[src/rtl/instr_mem_ctrl.sv]
// Instruction memory with a registered fetch port, a run-time programming port
// and a post-reset NOP clear sweep, arbitrated by a CLEAR/RUN/PROG mode FSM.
module instr_mem_ctrl #(
   parameter int unsigned       ADDR_W     = 7,
   parameter int unsigned       DATA_W     = 32,
   parameter int unsigned       DEPTH      = 128,
   parameter logic [DATA_W-1:0] NOP        = '0,
   parameter bit                INIT_CLEAR = 1'b1
) (
   input  logic              clk,
   input  logic              reset,
   input  logic              fetch_req,
   input  logic [ADDR_W-1:0] fetch_addr,
   input  logic              fetch_stall,
   output logic              fetch_ready,
   output logic              fetch_valid,
   output logic [DATA_W-1:0] fetch_data,
   output logic              fetch_err,
   input  logic              prog_en,
   input  logic              prog_we,
   input  logic [ADDR_W-1:0] prog_addr,
   input  logic [DATA_W-1:0] prog_wdata,
   output logic              prog_ack,
   output logic              prog_err,
   output logic [ADDR_W:0]   prog_count,
   output logic              busy
);

   localparam logic [ADDR_W:0]   DEPTH_L  = (ADDR_W + 1)'(DEPTH);
   localparam logic [ADDR_W-1:0] LAST_IDX = ADDR_W'(DEPTH - 1);
   localparam logic [ADDR_W:0]   CNT_MAX  = '1;

   typedef enum logic [1:0] {
      ST_CLEAR,
      ST_RUN,
      ST_PROG
   } state_t;

   state_t              state_q, state_d;
   logic [ADDR_W-1:0]   clr_cnt_q, clr_cnt_d;
   logic                fetch_valid_q, fetch_valid_d;
   logic [DATA_W-1:0]   fetch_data_q, fetch_data_d;
   logic                fetch_err_q, fetch_err_d;
   logic                prog_ack_q, prog_ack_d;
   logic                prog_err_q, prog_err_d;
   logic [ADDR_W:0]     prog_count_q, prog_count_d;

   logic [DATA_W-1:0]   mem_q [DEPTH];
   logic                mem_we;
   logic [ADDR_W-1:0]   mem_waddr;
   logic [DATA_W-1:0]   mem_wdata;

   logic                fetch_in_range;
   logic                prog_in_range;

   assign fetch_in_range = ({1'b0, fetch_addr} < DEPTH_L);
   assign prog_in_range  = ({1'b0, prog_addr} < DEPTH_L);

   always_comb begin
      state_d       = state_q;
      clr_cnt_d     = clr_cnt_q;
      fetch_valid_d = fetch_valid_q;
      fetch_data_d  = fetch_data_q;
      fetch_err_d   = fetch_err_q;
      prog_ack_d    = 1'b0;
      prog_err_d    = 1'b0;
      prog_count_d  = prog_count_q;
      mem_we        = 1'b0;
      mem_waddr     = clr_cnt_q;
      mem_wdata     = NOP;
      fetch_ready   = 1'b0;
      busy          = 1'b1;

      unique case (state_q)
         ST_CLEAR: begin
            mem_we        = 1'b1;
            fetch_valid_d = 1'b0;
            fetch_err_d   = 1'b0;
            if (clr_cnt_q == LAST_IDX) begin
               clr_cnt_d = '0;
               state_d   = ST_RUN;
            end else begin
               clr_cnt_d = clr_cnt_q + 1'b1;
            end
         end

         ST_RUN: begin
            busy        = 1'b0;
            fetch_ready = ~fetch_stall;
            if (fetch_req && !fetch_stall) begin
               fetch_valid_d = 1'b1;
               fetch_err_d   = ~fetch_in_range;
               fetch_data_d  = fetch_in_range ? mem_q[fetch_addr] : NOP;
            end else if (!fetch_stall) begin
               fetch_valid_d = 1'b0;
               fetch_err_d   = 1'b0;
            end
            // a fetch accepted alongside prog_en still lands on this edge
            if (prog_en) begin
               state_d      = ST_PROG;
               prog_count_d = '0;
            end
         end

         ST_PROG: begin
            fetch_valid_d = 1'b0;
            fetch_err_d   = 1'b0;
            if (prog_we) begin
               if (prog_in_range) begin
                  mem_we     = 1'b1;
                  mem_waddr  = prog_addr;
                  mem_wdata  = prog_wdata;
                  prog_ack_d = 1'b1;
                  if (prog_count_q != CNT_MAX) begin
                     prog_count_d = prog_count_q + 1'b1;
                  end
               end else begin
                  prog_err_d = 1'b1;
               end
            end
            if (!prog_en) begin
               state_d = ST_RUN;
            end
         end

         default: state_d = ST_RUN;
      endcase
   end

   always_ff @(posedge clk or negedge reset) begin
      if (!reset) begin
         state_q       <= INIT_CLEAR ? ST_CLEAR : ST_RUN;
         clr_cnt_q     <= '0;
         fetch_valid_q <= 1'b0;
         fetch_data_q  <= NOP;
         fetch_err_q   <= 1'b0;
         prog_ack_q    <= 1'b0;
         prog_err_q    <= 1'b0;
         prog_count_q  <= '0;
      end else begin
         state_q       <= state_d;
         clr_cnt_q     <= clr_cnt_d;
         fetch_valid_q <= fetch_valid_d;
         fetch_data_q  <= fetch_data_d;
         fetch_err_q   <= fetch_err_d;
         prog_ack_q    <= prog_ack_d;
         prog_err_q    <= prog_err_d;
         prog_count_q  <= prog_count_d;
      end
   end

   // storage array carries no reset; the clear sweep initialises it
   always_ff @(posedge clk) begin
      if (mem_we) begin
         mem_q[mem_waddr] <= mem_wdata;
      end
   end

   assign fetch_valid = fetch_valid_q;
   assign fetch_data  = fetch_data_q;
   assign fetch_err   = fetch_err_q;
   assign prog_ack    = prog_ack_q;
   assign prog_err    = prog_err_q;
   assign prog_count  = prog_count_q;

endmodule
[config.mk]
export PLATFORM = sky130hd
export DESIGN_NAME = instr_mem_ctrl
export DESIGN_NICKNAME = d
export VERILOG_FILES = /design/src/rtl/instr_mem_ctrl.sv
export SDC_FILE = /design/constraint.sdc
export NUM_CORES = 2
export LEC_CHECK = 0
export BUFFER_PORTS_ARGS = -buffer_cell sky130_fd_sc_hd__buf_2
export CAP_MARGIN = 20
export CORE_UTILIZATION = 60
export DETAILED_ROUTE_END_ITERATION = 10
export GPL_ROUTABILITY_DRIVEN = 0
export PLACE_DENSITY = 0.78
export SLEW_MARGIN = 30
export SYNTH_ARGS = -nofsm -noshare
export SYNTH_HDL_FRONTEND = slang
export SYNTH_SLANG_ARGS = --single-unit
[constraint.sdc]
create_clock -name clk -period 6.6 [get_ports clk]
set_clock_uncertainty 0.2 [all_clocks]
set_input_delay 0.33 -clock clk [delete_from_list [all_inputs] [get_ports clk]]
set_output_delay 0.33 -clock clk [all_outputs]
set_load 0.005 [all_outputs]
==> results by group <==
Critical path
  – R2R Path Start: state_q[1]$_DFFE_PN0P_
  – Worst reg2reg setup slack: 1.51 ns
  – RR Endpoint: mem_q[105][0]$_DFFE_PP_
  – CP startpoint: state_q[1]$_DFFE_PN0P_
  – CP Launch Type: flop
  – Critical Path AT: 5.59 ns
  – Crit-path max FO: 47
  – Crit Path Class: flop to flop
  – Reg2reg path depth: 9
  – Worst path required time: 7.10 ns
  – Endpoint class of the critical path: flop

Power
  – Sw power: 14.18 mW
  – Power share of the clock group: 0.386
  – Pwr dens: 319.2 nW/um^2
  – Lkg Pwr: 60.23 nW
  – Comb pwr share: 0.092
  – Switching share of power: 0.2434
  – Internal power: 44.07 mW
  – Sequential share of power: 0.522
  – Peak supply drop: 0.3478 mV

Min path
  – Hold endpoint: prog_count[7]$_DFFE_PN0P_
  – Hold Path Origin: prog_en
  – Path category of the worst min-delay check: input port to flop
  – Hold depth: 4

Logic synthesis
  – Post-Syn Instances: 7998
  – Post-synth EDFFs: 4096
  – Top FF cell, synth: edfxtp_1
  – Leading post-synthesis cells by cell area: edfxtp_1 (77%), mux4_2 (8.0%), mux2i_1 (6.3%)
  – Share of the synthesized area in the top cell type: 0.7663
  – YS warnings: 0
  – Synthesized area: 160500 um^2
  – Top cells by count, synth: edfxtp_1 (4096), mux2i_1 (1003), mux4_2 (570)
  – Register area share after synthesis: 0.7743
  – Synth cell types: 54
  – Top-count cell post-synth: edfxtp_1
  – Synth Area per Inst: 20.07 um^2
  – Synth area leader: edfxtp_1
  – FFs w/ async S/R, synth: 0.01230
  – #FFs+latches synth: 4147

Final layout
  – Final core utilization: 0.6871
  – Final instance area: 182500 um^2
  – Layout area overhead: 13.68%
  – Layout cells sized above 1: 0.2070
  – Fin nets: 8450

Place
  – Dpl cell area: 167800 um^2
  – I/O Buffers: 95
  – Post-DP HPWL: 271500 um

CTS
  – Worst-skew pair later-pin latency: 1.02 ns
  – CTS root buf: clkbuf_16
  – CTS Buffer Depth: 4
  – Max H-tree Level: 5
  – CTS tree: built
  – Clk slew on worst S/H paths: 0.06 ns
  – # clock sinks: 4147
  – Total CTS buffers: 398

STA
  – RSZ-0062 raised after global routing: false
  – Hold slack: 0.1377 ns
  – Setup tns final: 0 ns
  – Max Freq: 0.1966 GHz
  – Final min period: 5.087 ns
  – Final setup fails: 0
  – Endpoints failing hold: 0
  – Least-Margin Pin Slew: 1.181 ns
  – Slew Limit Fails: 0
  – Slew headroom: 0.2081
  – Fin crit share: 0.7708

Detailed routing
  – TritonRoute pass-1 iters: 11
  – Post-Route WL: 462800 um
  – Drt drc: 2
  – Antenna Nets Post-Route: 0
  – DR vias: 87490
  – Via density: 7.135
  – DRT iter0 DRCs: 16890
  – DR WL/cell: 37.74 um

GRT
  – Initial antenna violation count: 40
  – GRT busiest layer: met2
  – Total grt overflow: 0
  – All-layer global routing usage: 0.3343
  – First-pass GRT wire length: 628500 um
  – M1 GR Usage: 0.4490
  – Largest net degree at the start of global routing: 129
  – Routing usage on met3: 0.1106
  – Met2 usage: 0.4923
  – Number of global-route vias before repair: 83440

Floorplan
  – Die ar.: 269600 um^2
  – Initial Util: 0.6044
  – Count of boundary I/O pins: 98
  – Chip width: 519.2 um
  – Core Box Area: 265600 um^2
  – Num rows: 189
  – Die Y: 519.2 um

Flow run
  – Max cap viols: 0

Status
  – Status: finished with violations
  – Failing checks: design-rule violations
[final cells by class]
cell class	instances	area (um^2)
timing repair buffer	471	6360
multi-input combinational	3370	34780
inverter	8	35.03
sequential	4147	124300
fill	15170	83100
clock inverter	213	2057
antenna	28	70.07
clock buffer	492	10470
tap	3533	4420
[worst max-delay path: stages, from the launching register on]
cell and delay, ns:
dfrtp_1 0.42, nor2b_1 0.29, nand2_1 0.34, inv_2 0.24, buf_4 0.50, nand3_1 0.15
o21ai_1 0.62, nand2_1 0.87, nor2_4 0.84, buf_16 0.24
[power by group through the flow]
stage / Sequential [mW] / Clock (mW) / Combinational, mW
floorplan: 30.7 / 0 / 2.45
global placement: 30.9 / 0 / 4.70
detailed placement: 30.9 / 0 / 4.95
CTS: 30.4 / 22.4 / 5.03
global route: 30.4 / 23.4 / 5.39
finish: 30.4 / 22.5 / 5.37
[timing repair]
item                                    4_1_cts  5_1_grt
setup buffers                                 0        0
hold buffers                                 43        0
gates resized for setup                       0        0
endpoints found under the hold margin      1417        0
endpoints found under the setup margin        0        0
[worst max path at each step]
stage / endpoint / slack [ns] / cells after the start
final: mem_q[105][0]$_DFFE_PP_ / 1.51 / 9
after global routing: mem_q[105][29]$_DFFE_PP_ / 1.61 / 9
after CTS: mem_q[98][3]$_DFFE_PP_ / 1.60 / 8
after detailed placement: mem_q[98][27]$_DFFE_PP_ / 1.74 / 8
after global placement: mem_q[17][8]$_DFFE_PP_ / 0.04 / 7
after floorplan: mem_q[0][22]$_DFFE_PP_ / 2.70 / 7
[per-stage QoR]
stage | instances | worst slack, ns | power (mW)
detailed placement | 11420 | 1.740 | 35.85
floorplan | 7999 | 2.700 | 33.19
global route | 12240 | 1.610 | 59.21
finish | 12260 | 1.513 | 58.25
CTS | 12170 | 1.602 | 57.76
global placement | 11340 | 0.03969 | 35.57
[per-layer routing]
metal / vias up / wire [um]
met1: 44230 / 152100
met4: 16 / 28980
li1: 33850 / -
met2: 8093 / 208900
met3: 1307 / 72670
met5: - / 195
[registers in the layout, indices dropped and copies added (netlist names)]
register,flops
clr_cnt_q,7
fetch_data,32
fetch_valid,1
mem_q,4096
prog_ack,1
prog_count,8
state_q,2
[cells in the final DEF (no fill, tap or decap), drive strengths merged, types with 20 or more instances in the layout]
cell and instances:
a221o 32, clkinv 159, edfxtp 4096, and2 83, mux4 570, mux2i 1003, diode 28, dlygate4sd3 42
clkbuf 492, nor4 20, o221ai 62, a31oi 54, mux2 28, a22oi 166, buf 429, o22ai 222
o21ai 72, a21oi 101, o41ai 32, dfrtp 51, nor3 150, nor2 263, o311ai 21, nand2 257
bufinv 38, a211oi 72, o211ai 25
[kinds of logic (layout without fill, tap and decap cells)]
logic type      after synthesis  in the layout  synth area share
compound gates              926            926           0.04017
xor+xnor                      9              9         0.0004911
fa+ha+maj                     2              2         0.0001559
buf+inv                     482           1184           0.01745
flops                      4147           4147            0.7743
mux                        1601           1601            0.1445
other cells                   1             30        0.00002336
simple gates                830            830           0.02297
Note: power is estimated with default switching activity, not from simulation.
